[src/rtl/qint_if.sv]
// QBUS-side signal bundle for qint: the BIRQ/DIN/SYNC/IAK inputs and the
// TIRQ/TIAKO/reply/vector outputs. master = qint, slave = bus/top level.
interface qint_if;
    logic [3:0]  RIRQ;
    logic        RDIN;
    logic        RSYNC;
    logic        RIAKI;
    logic [3:0]  TIRQ;
    logic        TIAKO;
    logic        int_rply;
    logic        vec_oe;
    logic [15:0] vec_out;

    modport master (
        input  RIRQ, RDIN, RSYNC, RIAKI,
        output TIRQ, TIAKO, int_rply, vec_oe, vec_out
    );

    modport slave (
        output RIRQ, RDIN, RSYNC, RIAKI,
        input  TIRQ, TIAKO, int_rply, vec_oe, vec_out
    );
endinterface

[src/rtl/qint.sv]
// QBUS interrupt requester / IAK daisy-chain responder for one QSIC device.
// Define QINT_PRIO_INHIBIT_EN for four-level position-independent arbitration.
module qint (
    input  logic       clk,
    input  logic       reset,
    input  logic [1:0] int_priority,
    input  logic [8:0] int_vector,
    input  logic       int_req,
    input  logic       int_cancel,
    output logic       int_ack,
    output logic       int_pending,
    qint_if.master     bus
);
    typedef enum logic [2:0] {IDLE, REQ, ARB, ACK, PASS, WAITIAK} state_t;

    state_t      state_q, state_d;
    logic [2:0]  sync1_q, sync1_d, sync2_q, sync2_d;
    logic        req_q, req_d, req_prev_q, req_prev_d;
    logic        din_q, din_d;
    logic        pending_q, pending_d;
    logic        grant_ok_q, grant_ok_d;
    logic [3:0]  tirq_q, tirq_d;
    logic        tiako_q, tiako_d;
    logic        rply_q, rply_d;
    logic        vec_oe_q, vec_oe_d;
    logic        ack_q, ack_d;
    logic [15:0] vec_q, vec_d;

    logic        s_din, s_sync, s_iaki;
    logic        din_rise, req_rise, ack_event, grant;
    logic [3:0]  level_bit;
    logic        unused_bits;

    // sync bit order: [0]=DIN, [1]=SYNC, [2]=IAKI
    assign s_din  = sync2_q[0];
    assign s_sync = sync2_q[1];
    assign s_iaki = sync2_q[2];

`ifdef QINT_PRIO_INHIBIT_EN
    logic [3:0] above_mask;
    // Bits strictly above our own level; our own level never inhibits us.
    assign above_mask  = 4'b1110 << int_priority;
    assign grant       = pending_q & ~|(bus.RIRQ & above_mask);
    assign unused_bits = ^int_vector[1:0];
`else
    assign grant       = pending_q;
    assign unused_bits = ^{int_vector[1:0], bus.RIRQ};
`endif

    always_comb begin
        sync1_d    = {bus.RIAKI, bus.RSYNC, bus.RDIN};
        sync2_d    = sync1_q;
        req_d      = int_req;
        req_prev_d = req_q;
        din_d      = s_din & ~s_sync;
        din_rise   = din_d & ~din_q;
        req_rise   = req_q & ~req_prev_q;
        ack_event  = (state_q == ACK) & ~s_din;
        // A new request rising on the ack cycle wins over the clear.
        pending_d  = (pending_q & ~ack_event & ~(int_cancel & (state_q != ACK))) | req_rise;
        grant_ok_d = grant_ok_q;
        state_d    = state_q;

        case (state_q)
            IDLE: begin
                if (s_iaki)         state_d = PASS;
                else if (pending_q) state_d = REQ;
            end
            REQ: begin
                if (!pending_q) state_d = IDLE;
                else if (din_rise) begin
                    grant_ok_d = grant;
                    state_d    = ARB;
                end else if (s_iaki) state_d = PASS;
            end
            ARB: begin
                if (s_iaki)      state_d = (grant_ok_q & pending_q) ? ACK : PASS;
                else if (!s_din) state_d = pending_q ? REQ : IDLE;
            end
            ACK: begin
                if (!s_din) state_d = WAITIAK;
            end
            PASS: begin
                if (!s_iaki && !s_din) state_d = pending_q ? REQ : IDLE;
            end
            WAITIAK: begin
                if (!s_iaki) state_d = IDLE;
            end
            default: state_d = IDLE;
        endcase

        // Outputs are decoded from the next state so every one is a flop.
        level_bit = 4'b0001 << int_priority;
        tirq_d    = '0;
        if ((state_d == REQ || state_d == ARB || state_d == PASS) && pending_d)
            tirq_d = level_bit;
        tiako_d   = (state_d == PASS) & s_iaki;
        rply_d    = (state_d == ACK);
        vec_oe_d  = (state_d == ACK);
        ack_d     = ack_event;
        vec_d     = {7'b0, int_vector[8:2], 2'b00};
    end

    always_ff @(posedge clk) begin
        if (reset) begin
            state_q    <= IDLE;
            sync1_q    <= '0;
            sync2_q    <= '0;
            req_q      <= 1'b0;
            req_prev_q <= 1'b0;
            din_q      <= 1'b0;
            pending_q  <= 1'b0;
            grant_ok_q <= 1'b0;
            tirq_q     <= '0;
            tiako_q    <= 1'b0;
            rply_q     <= 1'b0;
            vec_oe_q   <= 1'b0;
            ack_q      <= 1'b0;
            vec_q      <= '0;
        end else begin
            state_q    <= state_d;
            sync1_q    <= sync1_d;
            sync2_q    <= sync2_d;
            req_q      <= req_d;
            req_prev_q <= req_prev_d;
            din_q      <= din_d;
            pending_q  <= pending_d;
            grant_ok_q <= grant_ok_d;
            tirq_q     <= tirq_d;
            tiako_q    <= tiako_d;
            rply_q     <= rply_d;
            vec_oe_q   <= vec_oe_d;
            ack_q      <= ack_d;
            vec_q      <= vec_d;
        end
    end

    assign bus.TIRQ     = tirq_q;
    assign bus.TIAKO    = tiako_q;
    assign bus.int_rply = rply_q;
    assign bus.vec_oe   = vec_oe_q;
    assign bus.vec_out  = vec_q;
    assign int_ack      = ack_q;
    assign int_pending  = pending_q;
endmodule

[src/flat_wrapper.sv]
// flat-port wrapper written by rule: the top's interface ports become plain ports
module qint_flat 
  (clk, reset, int_priority, int_vector, int_req, int_cancel, int_ack, int_pending, bus_RIRQ, bus_RDIN, bus_RSYNC, bus_RIAKI, bus_TIRQ, bus_TIAKO, bus_int_rply, bus_vec_oe, bus_vec_out);
  qint_if bus_i ();
  input  logic clk;
  input  logic reset;
  input  logic [1:0] int_priority;
  input  logic [8:0] int_vector;
  input  logic int_req;
  input  logic int_cancel;
  output logic int_ack;
  output logic int_pending;
  input wire logic [$bits(bus_i.RIRQ)-1:0] bus_RIRQ;
  input wire logic [$bits(bus_i.RDIN)-1:0] bus_RDIN;
  input wire logic [$bits(bus_i.RSYNC)-1:0] bus_RSYNC;
  input wire logic [$bits(bus_i.RIAKI)-1:0] bus_RIAKI;
  output wire logic [$bits(bus_i.TIRQ)-1:0] bus_TIRQ;
  output wire logic [$bits(bus_i.TIAKO)-1:0] bus_TIAKO;
  output wire logic [$bits(bus_i.int_rply)-1:0] bus_int_rply;
  output wire logic [$bits(bus_i.vec_oe)-1:0] bus_vec_oe;
  output wire logic [$bits(bus_i.vec_out)-1:0] bus_vec_out;
  assign bus_i.RIRQ = bus_RIRQ;
  assign bus_i.RDIN = bus_RDIN;
  assign bus_i.RSYNC = bus_RSYNC;
  assign bus_i.RIAKI = bus_RIAKI;
  assign bus_TIRQ = bus_i.TIRQ;
  assign bus_TIAKO = bus_i.TIAKO;
  assign bus_int_rply = bus_i.int_rply;
  assign bus_vec_oe = bus_i.vec_oe;
  assign bus_vec_out = bus_i.vec_out;
  qint u_core (.clk(clk), .reset(reset), .int_priority(int_priority), .int_vector(int_vector), .int_req(int_req), .int_cancel(int_cancel), .int_ack(int_ack), .int_pending(int_pending), .bus(bus_i));
endmodule
[config.mk]
export PLATFORM = sky130hd
export DESIGN_NAME = qint_flat
export DESIGN_NICKNAME = d
export VERILOG_FILES = /design/src/rtl/qint_if.sv /design/src/rtl/qint.sv /design/src/flat_wrapper.sv
export SDC_FILE = /design/constraint.sdc
export NUM_CORES = 1
export LEC_CHECK = 0
export BUFFER_PORTS_ARGS = -buffer_cell sky130_fd_sc_hd__buf_4
export CAP_MARGIN = 20
export CELL_PAD_IN_SITES_DETAIL_PLACEMENT = 1
export CELL_PAD_IN_SITES_GLOBAL_PLACEMENT = 1
export CORE_ASPECT_RATIO = 0.6
export CORE_MARGIN = 2
export CORE_UTILIZATION = 33
export CTS_CLUSTER_SIZE = 8
export DETAILED_ROUTE_END_ITERATION = 6
export HOLD_SLACK_MARGIN = 0.15
export PLACE_DENSITY = 0.84
export SLEW_MARGIN = 20
export SYNTH_ARGS = -nofsm -noshare
export SYNTH_HDL_FRONTEND = slang
export SYNTH_SLANG_ARGS = --single-unit
[constraint.sdc]
create_clock -name clk -period 2.35 [get_ports clk]
set_clock_uncertainty 0.05 [all_clocks]
set_input_delay 0.3525 -clock clk [delete_from_list [all_inputs] [get_ports clk]]
set_output_delay 0.3525 -clock clk [all_outputs]
set_load 0.01 [all_outputs]
Yosys cells after proc, flatten, opt, wreduce, memory -nomap -nowiden. Cells that the tools add are included.

Bits in registers: 37. Input port bits: 22. Output and inout bits: 25. Word-level logic and storage cells: 64.

Eq/ne operators: 10. Shift-type cells: 1. Muxes and demuxes: 13. Bitwise gates (word level): 17. Reductions and logical operators: 9.

Operator list (count): two-way mux 3 bit (11); case mux 3 bit (6 select lines) (1); == test 3 x 2 -> 1 bit, second input constant (4); bitwise AND 1 bit (9); == test 3 bit, second input constant (3); inverter 1 bit (7); == test 3 x 1 -> 1 bit, second input constant (2); left shift 1 x 2 -> 4 bit, first input constant (1); logical NOT 3 bit (1); inequality test 3 x 2 -> 1 bit, second input constant (1); AND reduction 3 bit (1); logical AND 1 bit (2); logical NOT 1 bit (2); logical OR 1 bit (2); OR reduction 2 bit (1); two-way mux 1 bit (1); OR 1 bit (1).

Longest topological paths before layout. Gate-level depths: netlist (run 1).

Depth in word-level cells: 12. Depth in mapped cells: 6. Depth with buffers taken out: 5.

Worst setup path after synthesis (run 1). Ideal clock, no wire load.

Path kind: reg2reg. From: reg u_core.sync2_q[0]. To: reg u_core.tirq_q[1] (netlist: u_core.bus.TIRQ[1]). Library setup time: 0.112 ns. Arrival time: 1.628 ns. Required time: 2.188 ns. Setup slack: 0.560 ns. Cell stages (with the launch flop): 6. Buffers on the path: 0. Period minus slack after synthesis: 1.790 ns. Cells stage by stage: dfxtp_1 nand4bb_2 or4b_4 o21ai_4 xnor2_1 a2111oi_1.

Cells in the longest elaborated chain, start to end: 11. Elaborated cells on any way between the ends: 25. Those cells by class: eq/ne (3); mux (7); bitwise (9); reduce/logical (6).

Ends and longest elaborated chain: from (decl) (line qint.sv:17) `logic [2:0] sync1_q, sync1_d, sync2_q, sync2_d;`; from (signal assigned) (line qint.sv:123) `sync2_q <= sync2_d;`; bitwise AND 1 bit (line qint.sv:55) `din_d = s_din & ~s_sync;`; bitwise AND 1 bit (line qint.sv:56) `din_rise = din_d & ~din_q;`; two-way mux 3 bit (line qint.sv:71) `else if (din_rise) begin`; two-way mux 3 bit (line qint.sv:70) `if (!pending_q) state_d = IDLE;`; case mux 3 bit (6 select lines) (line qint.sv:64) `case (state_q)`; == test 3 x 1 -> 1 bit or == test 3 x 2 -> 1 bit (tied branches) (line qint.sv:95) `if ((state_d == REQ || state_d == ARB || state_d == PASS) && pending_d)`; logical OR 1 bit (2 in series) (line qint.sv:95); logical AND 1 bit * (line qint.sv:95); inverter 1 bit (no line) *; OR reduction 2 bit (no line) *; to (signal assigned) (line qint.sv:129) `tirq_q <= tirq_d;`; to (decl) (line qint.sv:22) `logic [3:0] tirq_q, tirq_d;`.

Mark *: on every way between the ends. The rest lies on a longest branch, timed or not. A chain may end at the register's enable or synchronous reset.

Worst setup path after layout (run 1).
From: reg u_core.state_q[0]. To: reg u_core.tirq_q[0] (netlist: u_core.bus.TIRQ[0]).

Cells in the longest elaborated chain, start to end: 10. Elaborated cells on any way between the ends: 33. Those cells by class: eq/ne (9); mux (11); bitwise (8); reduce/logical (5).

Ends and longest elaborated chain: from (decl) (line qint.sv:16) `state_t state_q, state_d;`; from (signal assigned) (line qint.sv:121) `state_q <= state_d;`; two-way mux 3 bit (line qint.sv:74) `end else if (s_iaki) state_d = PASS;`; two-way mux 3 bit (line qint.sv:71); two-way mux 3 bit (line qint.sv:70); case mux 3 bit (6 select lines) (line qint.sv:64); == test 3 x 1 -> 1 bit or == test 3 x 2 -> 1 bit (tied branches) (line qint.sv:95); logical OR 1 bit (2 in series) (line qint.sv:95); logical AND 1 bit * (line qint.sv:95); inverter 1 bit (no line) *; OR reduction 2 bit (no line) *.

Marked as above.

==> impl_metrics.csv, run 1 <==
group,metric,value,unit
logic_synthesis,yosysTopAreaCellShare,51.5,%
pwr,power.density,685,nW/µm²
logic_synthesis,yosysSeqAreaShare,51.5,%
routing,viasPerCell,4.59,
logic_synthesis,synthMuxAreaShare,1.03,%
logic_synthesis,synth_edf_count,0,
sta,drv_slew,0,
sta,fin_crit,2.18,ns
critical_path,path_max_fanout,8,
logic_synthesis,synth-simple-area-share,25.5,%
routing,wl_per_cell,13.2,µm
run_status,status,"completed",
pwr,leakage,0.000585,µW
logic_synthesis,synthAdderAreaFrac,0,%
sta,setup_slack,0.166,ns
clock_network,clock_latency,0.28,ns
logic_synthesis,syn_avg_cell_area,10.2,µm²
clock_network,clockBufferDepth,2,
logic_synthesis,syn_inst,107,
critical_path,rrSetupSlack,0.17,ns
job,cap_violations,0,
routing,antenna_left,0,
pwr,comb_power_share,8.2,%
pwr,vdd_drop_max,0.295,mV
floorplan,die_area,3790,µm²
clock_network,cts_buffers,3,
floorplan,chipHeight,48.5,µm
place,gp_congestion,0.802,
global_route,antenna_found_initial,0,
min_path,hold_class,"in2reg",
clock_network,h-tree-depth,1,
clock_network,cts_tree,"done",
logic_synthesis,yosysWarnings,0,
global_route,gr-total-overflow,0,
sta,max_freq,0.458,GHz
sta,fin_tns_setup,0,ns
routing,wl,2.40,mm
sta,rsz0062_at_grt,"no",
critical_path,critPathCapture,"u_core.bus.TIRQ[0]",
sta,setup_viol,0,
logic_synthesis,synth_top_area_cell,"dfxtp_1",
logic_synthesis,yosys-top-cells-area,"dfxtp_1 (51%), nor2b_1 (10%), buf_4 (6.9%)",
place,hpwl,1.74,mm
place,io_buffers,31,
logic_synthesis,synth_compound_area_share,11.1,%
layout,final_nets,160,
global_route,grt_max_degree,23,
sta,finalCritPeriodShare,92.9,%
routing,first_pass_iters,4,
global_route,grt_pass1_wl,3.92,mm
logic_synthesis,yosysUniqueCellTypes,32,
routing,first_iter_violations,56,
pwr,p_seq_share,52.3,%
pwr,p_int,758,µW
critical_path,critPathCaptureType,"flip-flop",
critical_path,arrival,2.29,ns
clock_network,clk_pin_slew,0.10,ns
pwr,p_sw,199,µW
logic_synthesis,synth_seq_cells,28,
routing,drc,0,
place,pre_cts_slack,0.234,ns
global_route,grt_pass1_vias,832,
logic_synthesis,synth_top_flop_cell,"dfxtp_1",
logic_synthesis,synth_top_family_by_area,"simple AND/OR/NAND/NOR gates",
sta,hold_viol,0,
layout,final_layout_size_suffix_gt1_share,29.9,%
global_route,grt_usage,13.2,%
logic_synthesis,netlist_area,1090,µm²
critical_path,r2r_start,"u_core.state_q[0]",
logic_synthesis,synth_xor_area_share,0.805,%
floorplan,rows,16,
pwr,p_clk_share,39.5,%
clock_network,post_cts_buffers,0,
critical_path,crit_start,"u_core.state_q[0]",
floorplan,fp.coreArea,3200,µm²
routing,via_count,836,
clock_network,ctsHoldBuffers,0,
clock_network,root_buffer,"clkbuf_8",
critical_path,cp.required,2.45,ns
floorplan,ioPinCount,47,
critical_path,rr_worst_depth,5,
critical_path,cp-start-kind,"flip-flop",
pwr,p_sw_share,20.8,%
critical_path,critPathKind,"reg2reg",
layout,n_antenna_cell,0,
layout,fill_cells,376,
floorplan,start_util,34.0,%
critical_path,reg2reg_to,"u_core.bus.TIRQ[0]",
logic_synthesis,ys_async_sr_fraction,0,%
layout,areaGrowthSynthToFinish,28.4,%
clock_network,clock-sinks,28,
floorplan,die_x,78.1,µm
layout by cell type (no fill, tap or decap), drive strengths merged:
cell type / n
nand4: 2
a21oi: 4
nor2: 5
nor3b: 1
conb: 9
nand3: 2
a2111oi: 4
or3b: 1
and2b: 1
o211ai: 2
nand4bb: 2
buf: 31
and3: 1
or4b: 1
and2: 1
clkbuf: 3
xnor2: 1
nor2b: 18
nor3: 1
nand2: 3
mux2: 1
and3b: 2
nand2b: 2
bufinv: 1
o21ai: 4
dfxtp: 28
a32o: 1
inv: 5
power by group through the flow:
stage	sequential, µW	clock, µW	combinational [µW]
after global routing	503	404	86.5
after CTS	501	388	77.1
after detailed placement	512	0	77.1
after floorplan	512	0	47.2
final	501	378	78.5
after global placement	511	0	73.9
state kept, by name, summed over array words and instances (netlist names):
name / cells
u_core.req_prev_q: 1
u_core.int_pending: 1
u_core.int_ack: 1
u_core.sync1_q: 3
u_core.bus.TIRQ: 4
u_core.bus.vec_out: 7
u_core.state_q: 3
u_core.req_prev_d: 1
u_core.sync2_q: 3
u_core.din_q: 1
u_core.bus.int_rply: 1
u_core.grant_ok_q: 1
u_core.bus.TIAKO: 1
through the flow:
stage	area [µm²]	cells	power [µW]	hold WS [ns]	utilization, %
floorplan	1120	115	559	0.339	-
global placement	1320	178	585	0.353	41.3
detailed placement	1320	178	589	0.357	41.3
finish	1400	182	958	0.205	43.6
CTS	1390	182	966	0.199	43.5
global route	1400	182	994	0.202	43.6
synthesized netlist by cell type (2+ instances only):
cell type and number:
dfxtp_1 28, nand4_1 2, nor2b_1 18, clkbuf_1 3, and3b_1 2, nor2_1 5
nand3_1 2, o21ai_0 2, nand2b_1 2, a21oi_1 4, inv_1 4, a2111oi_1 4
buf_4 10, nand2_1 3
critical path, cell delays in order, from the launching register on:
cell and delay (ns):
dfxtp_1 0.50, nand4bb_2 0.20, or4b_4 0.54, o21ai_4 0.10, xnor2_1 0.19, a2111oi_1 0.48
area by class of cell:
class	instances	area, µm²	share of cell area (%)
sequential	28	561	40.1
tap	45	56.3	4.03
inverter	5	18.8	1.34
timing repair buffer	31	233	16.7
multi-input combinational	69	458	32.8
clock inverter	1	30.0	2.15
clock buffer	3	41.3	2.95
kinds of logic (layout without fill, tap and decap cells):
logic type	count (synthesis)	after routing
buf+inv	18	40
simple gates	43	43
flops	28	28
compound gates	15	15
other cells	1	9
xor+xnor	1	1
mux	1	1
worst min-delay path by stage:
stage                                  from                 end  slack, ns  cells after the start
after floorplan           u_core.sync2_q[1]        u_core.din_q       0.34                      1
after global placement    u_core.sync2_q[1]        u_core.din_q       0.35                      1
after detailed placement  u_core.sync2_q[1]        u_core.din_q       0.36                      1
after CTS                   int_priority[0]  u_core.bus.TIRQ[2]       0.20                      2
after global routing        int_priority[0]  u_core.bus.TIRQ[2]       0.20                      2
final                       int_priority[0]  u_core.bus.TIRQ[2]       0.20                      2
metal layers:
| metal | vias up | track usage [%] | part of all wire, % |
|---|---|---|---|
| li1 | 400 | - | - |
| met1 | 404 | 16.4 | 42 |
| met2 | 30 | 21.8 | 50 |
| met3 | 2 | 5.22 | 7.3 |
| met4 | 0 | 3.22 | 0.33 |
| met5 | - | 0 | 0 |
what timing repair did:
action,in CTS,in global routing
resized for setup,0,1
endpoints found under the hold margin,0,0
setup endpoints to repair,0,1
Power figures use the tool's default switching activity.
==> run 2, diff against run 1 <==
PLACE_DENSITY = 0.86   (was 0.84)
==> run 2 against run 1 <==
Critical path depth unchanged. Highest routed layer unchanged. Sequential cell count is the same. Clock power is 23% lower. Utilization fell by 0.66 points. Sequential power barely moved. Register-to-register slack about the same. Power shrank 9.0%. Combinational power rose by 0.9%. Largest cell class unchanged. Worst setup slack better by 0.012 ns.
==> impl_metrics.csv, run 2 (synthesis results as in run 1) <==
group,metric,value,unit
pwr,power.density,633,nW/µm²
min_path,min_from,"int_priority[1]",
place,dp.cells,178,
layout,mostFrequentLayoutCell,"buf_4",
sta,fin_crit,2.17,ns
critical_path,reg2reg_to,"u_core.bus.TIRQ[2]",
critical_path,path_max_fanout,8,
layout,final_nets,160,
global_route,grt_max_degree,23,
pwr,comb_power_share,9.1,%
clock_network,cts_buffers,3,
sta,hold_slack,0.210,ns
critical_path,r2r_start,"u_core.state_q[0]",
clock_network,root_buffer,"clkbuf_8",
critical_path,critPathKind,"reg2reg",
routing,wl,2.64,mm
pwr,p_sw_share,22.0,%
global_route,grt_pass1_wl,4.28,mm
floorplan,ioPinCount,47,
pwr,p_sw,192,µW
floorplan,die_area,3790,µm²
global_route,grt_pass1_vias,921,
sta,finalCritPeriodShare,92.4,%
floorplan,start_util,34.0,%
place,io_buffers,31,
clock_network,clock-sinks,28,
floorplan,rows,16,
sta,hold_viol,0,
sta,setup_slack,0.178,ns
place,pre_cts_slack,0.217,ns
clock_network,h-tree-depth,1,
pwr,p_clk_share,33.3,%
sta,setup_viol,0,
layout,fin_util,43.0,%
floorplan,die_x,78.1,µm
clock_network,clk_pin_slew,0.09,ns
critical_path,rr_worst_depth,5,
floorplan,fp.coreArea,3200,µm²
floorplan,chipHeight,48.5,µm
min_path,hold_class,"in2reg",
routing,drc,0,
routing,first_pass_iters,4,
pwr,leakage,0.000577,µW
critical_path,crit_start,"u_core.state_q[0]",
layout,layout_common_cells,"buf_4 (31), dfxtp_1 (28), nor2b_1 (18), conb_1 (9), nor2_1 (5)",
sta,drv_slew,0,
routing,via_count,829,
place,hpwl,1.97,mm
critical_path,cp.required,2.45,ns
critical_path,critPathCaptureType,"flip-flop",
clock_network,cts_tree,"done",
sta,rsz0062_at_grt,"no",
global_route,gr-total-overflow,0,
sta,fin_tns_setup,0,ns
global_route,grt_usage,14.6,%
global_route,antenna_found_initial,0,
layout,fill_cells,391,
clock_network,clock_latency,0.27,ns
critical_path,cp-start-kind,"flip-flop",
critical_path,rrSetupSlack,0.18,ns
routing,antenna_left,0,
clock_network,cts-resized-gates,0,
routing,wl_per_cell,14.5,µm
job,cap_violations,0,
routing,viasPerCell,4.55,
layout,largest_reg_flops,7,
sta,max_freq,0.460,GHz
pwr,p_seq_share,57.6,%
pwr,vdd_drop_max,0.488,mV
layout,final_cells,182,
run_status,status,"completed",
routing,first_iter_violations,17,
layout,n_antenna_cell,0,
clock_network,ctsHoldBuffers,0,
critical_path,arrival,2.27,ns
layout,final_layout_size_suffix_gt1_share,29.2,%
place,gp_congestion,0.726,
clock_network,clockBufferDepth,2,
pwr,p_int,680,µW
layout,areaGrowthSynthToFinish,26.4,%
critical_path,critPathCapture,"u_core.bus.TIRQ[2]",
clock_network,post_cts_buffers,0,
-- run 2: changes by cell type in the layout (fill, tap and decap cells not counted), sizes merged --
cell / previous run / this run
clkbuf: 3 / 4
bufinv: 1 / 0
-- run 2: metal layers --
| metal | vias up | part of all wire [%] | global-route usage, % |
|---|---|---|---|
| met5 | - | 0 | 0 |
| li1 | 401 | - | - |
| met1 | 397 | 39 | 14.8 |
| met4 | 0 | 1.6 | 3.51 |
| met3 | 6 | 4.2 | 4.66 |
| met2 | 25 | 55 | 28.9 |
-- run 2: power by group through the flow --
| stage | sequential [µW] | combinational [µW] | clock [µW] |
|---|---|---|---|
| floorplan | 512 | 47.2 | 0 |
| global placement | 511 | 73.5 | 0 |
| detailed placement | 513 | 78.6 | 0 |
| CTS | 502 | 80.2 | 296 |
| global route | 504 | 87.2 | 316 |
| finish | 502 | 79.2 | 290 |
-- run 2: final cells by class --
cell class	count	area, µm²	share of cell area (%)
Sequential cell	28	561	40.7
Tap cell	45	56.3	4.09
Inverter	5	18.8	1.36
Clock buffer	4	55.1	4.00
Timing Repair Buffer	31	233	16.9
Multi-Input combinational cell	69	453	32.9
-- run 2: worst max-delay path, cell delays in order, from the launching register on --
cell	delay, ns
dfxtp_1	0.51
nand4bb_2	0.22
or4b_4	0.56
o21ai_4	0.10
xnor2_1	0.17
a2111oi_1	0.43
-- run 2: metrics by stage --
stage / area [µm²] / power, µW
6_report: 1380 / 871
3_3_place_gp: 1320 / 584
2_1_floorplan: 1120 / 559
5_1_grt: 1380 / 908
4_1_cts: 1380 / 878
3_5_place_dp: 1320 / 591
-- run 2: worst min-delay path by stage --
| stage | endpoint | slack [ns] | depth (start not counted) |
|---|---|---|---|
| detailed placement | u_core.sync2_q[0] | 0.37 | 1 |
| floorplan | u_core.din_q | 0.34 | 1 |
| CTS | u_core.bus.TIRQ[0] | 0.20 | 2 |
| finish | u_core.bus.TIRQ[1] | 0.21 | 2 |
| global route | u_core.bus.TIRQ[2] | 0.20 | 2 |
| global placement | u_core.din_q | 0.35 | 1 |
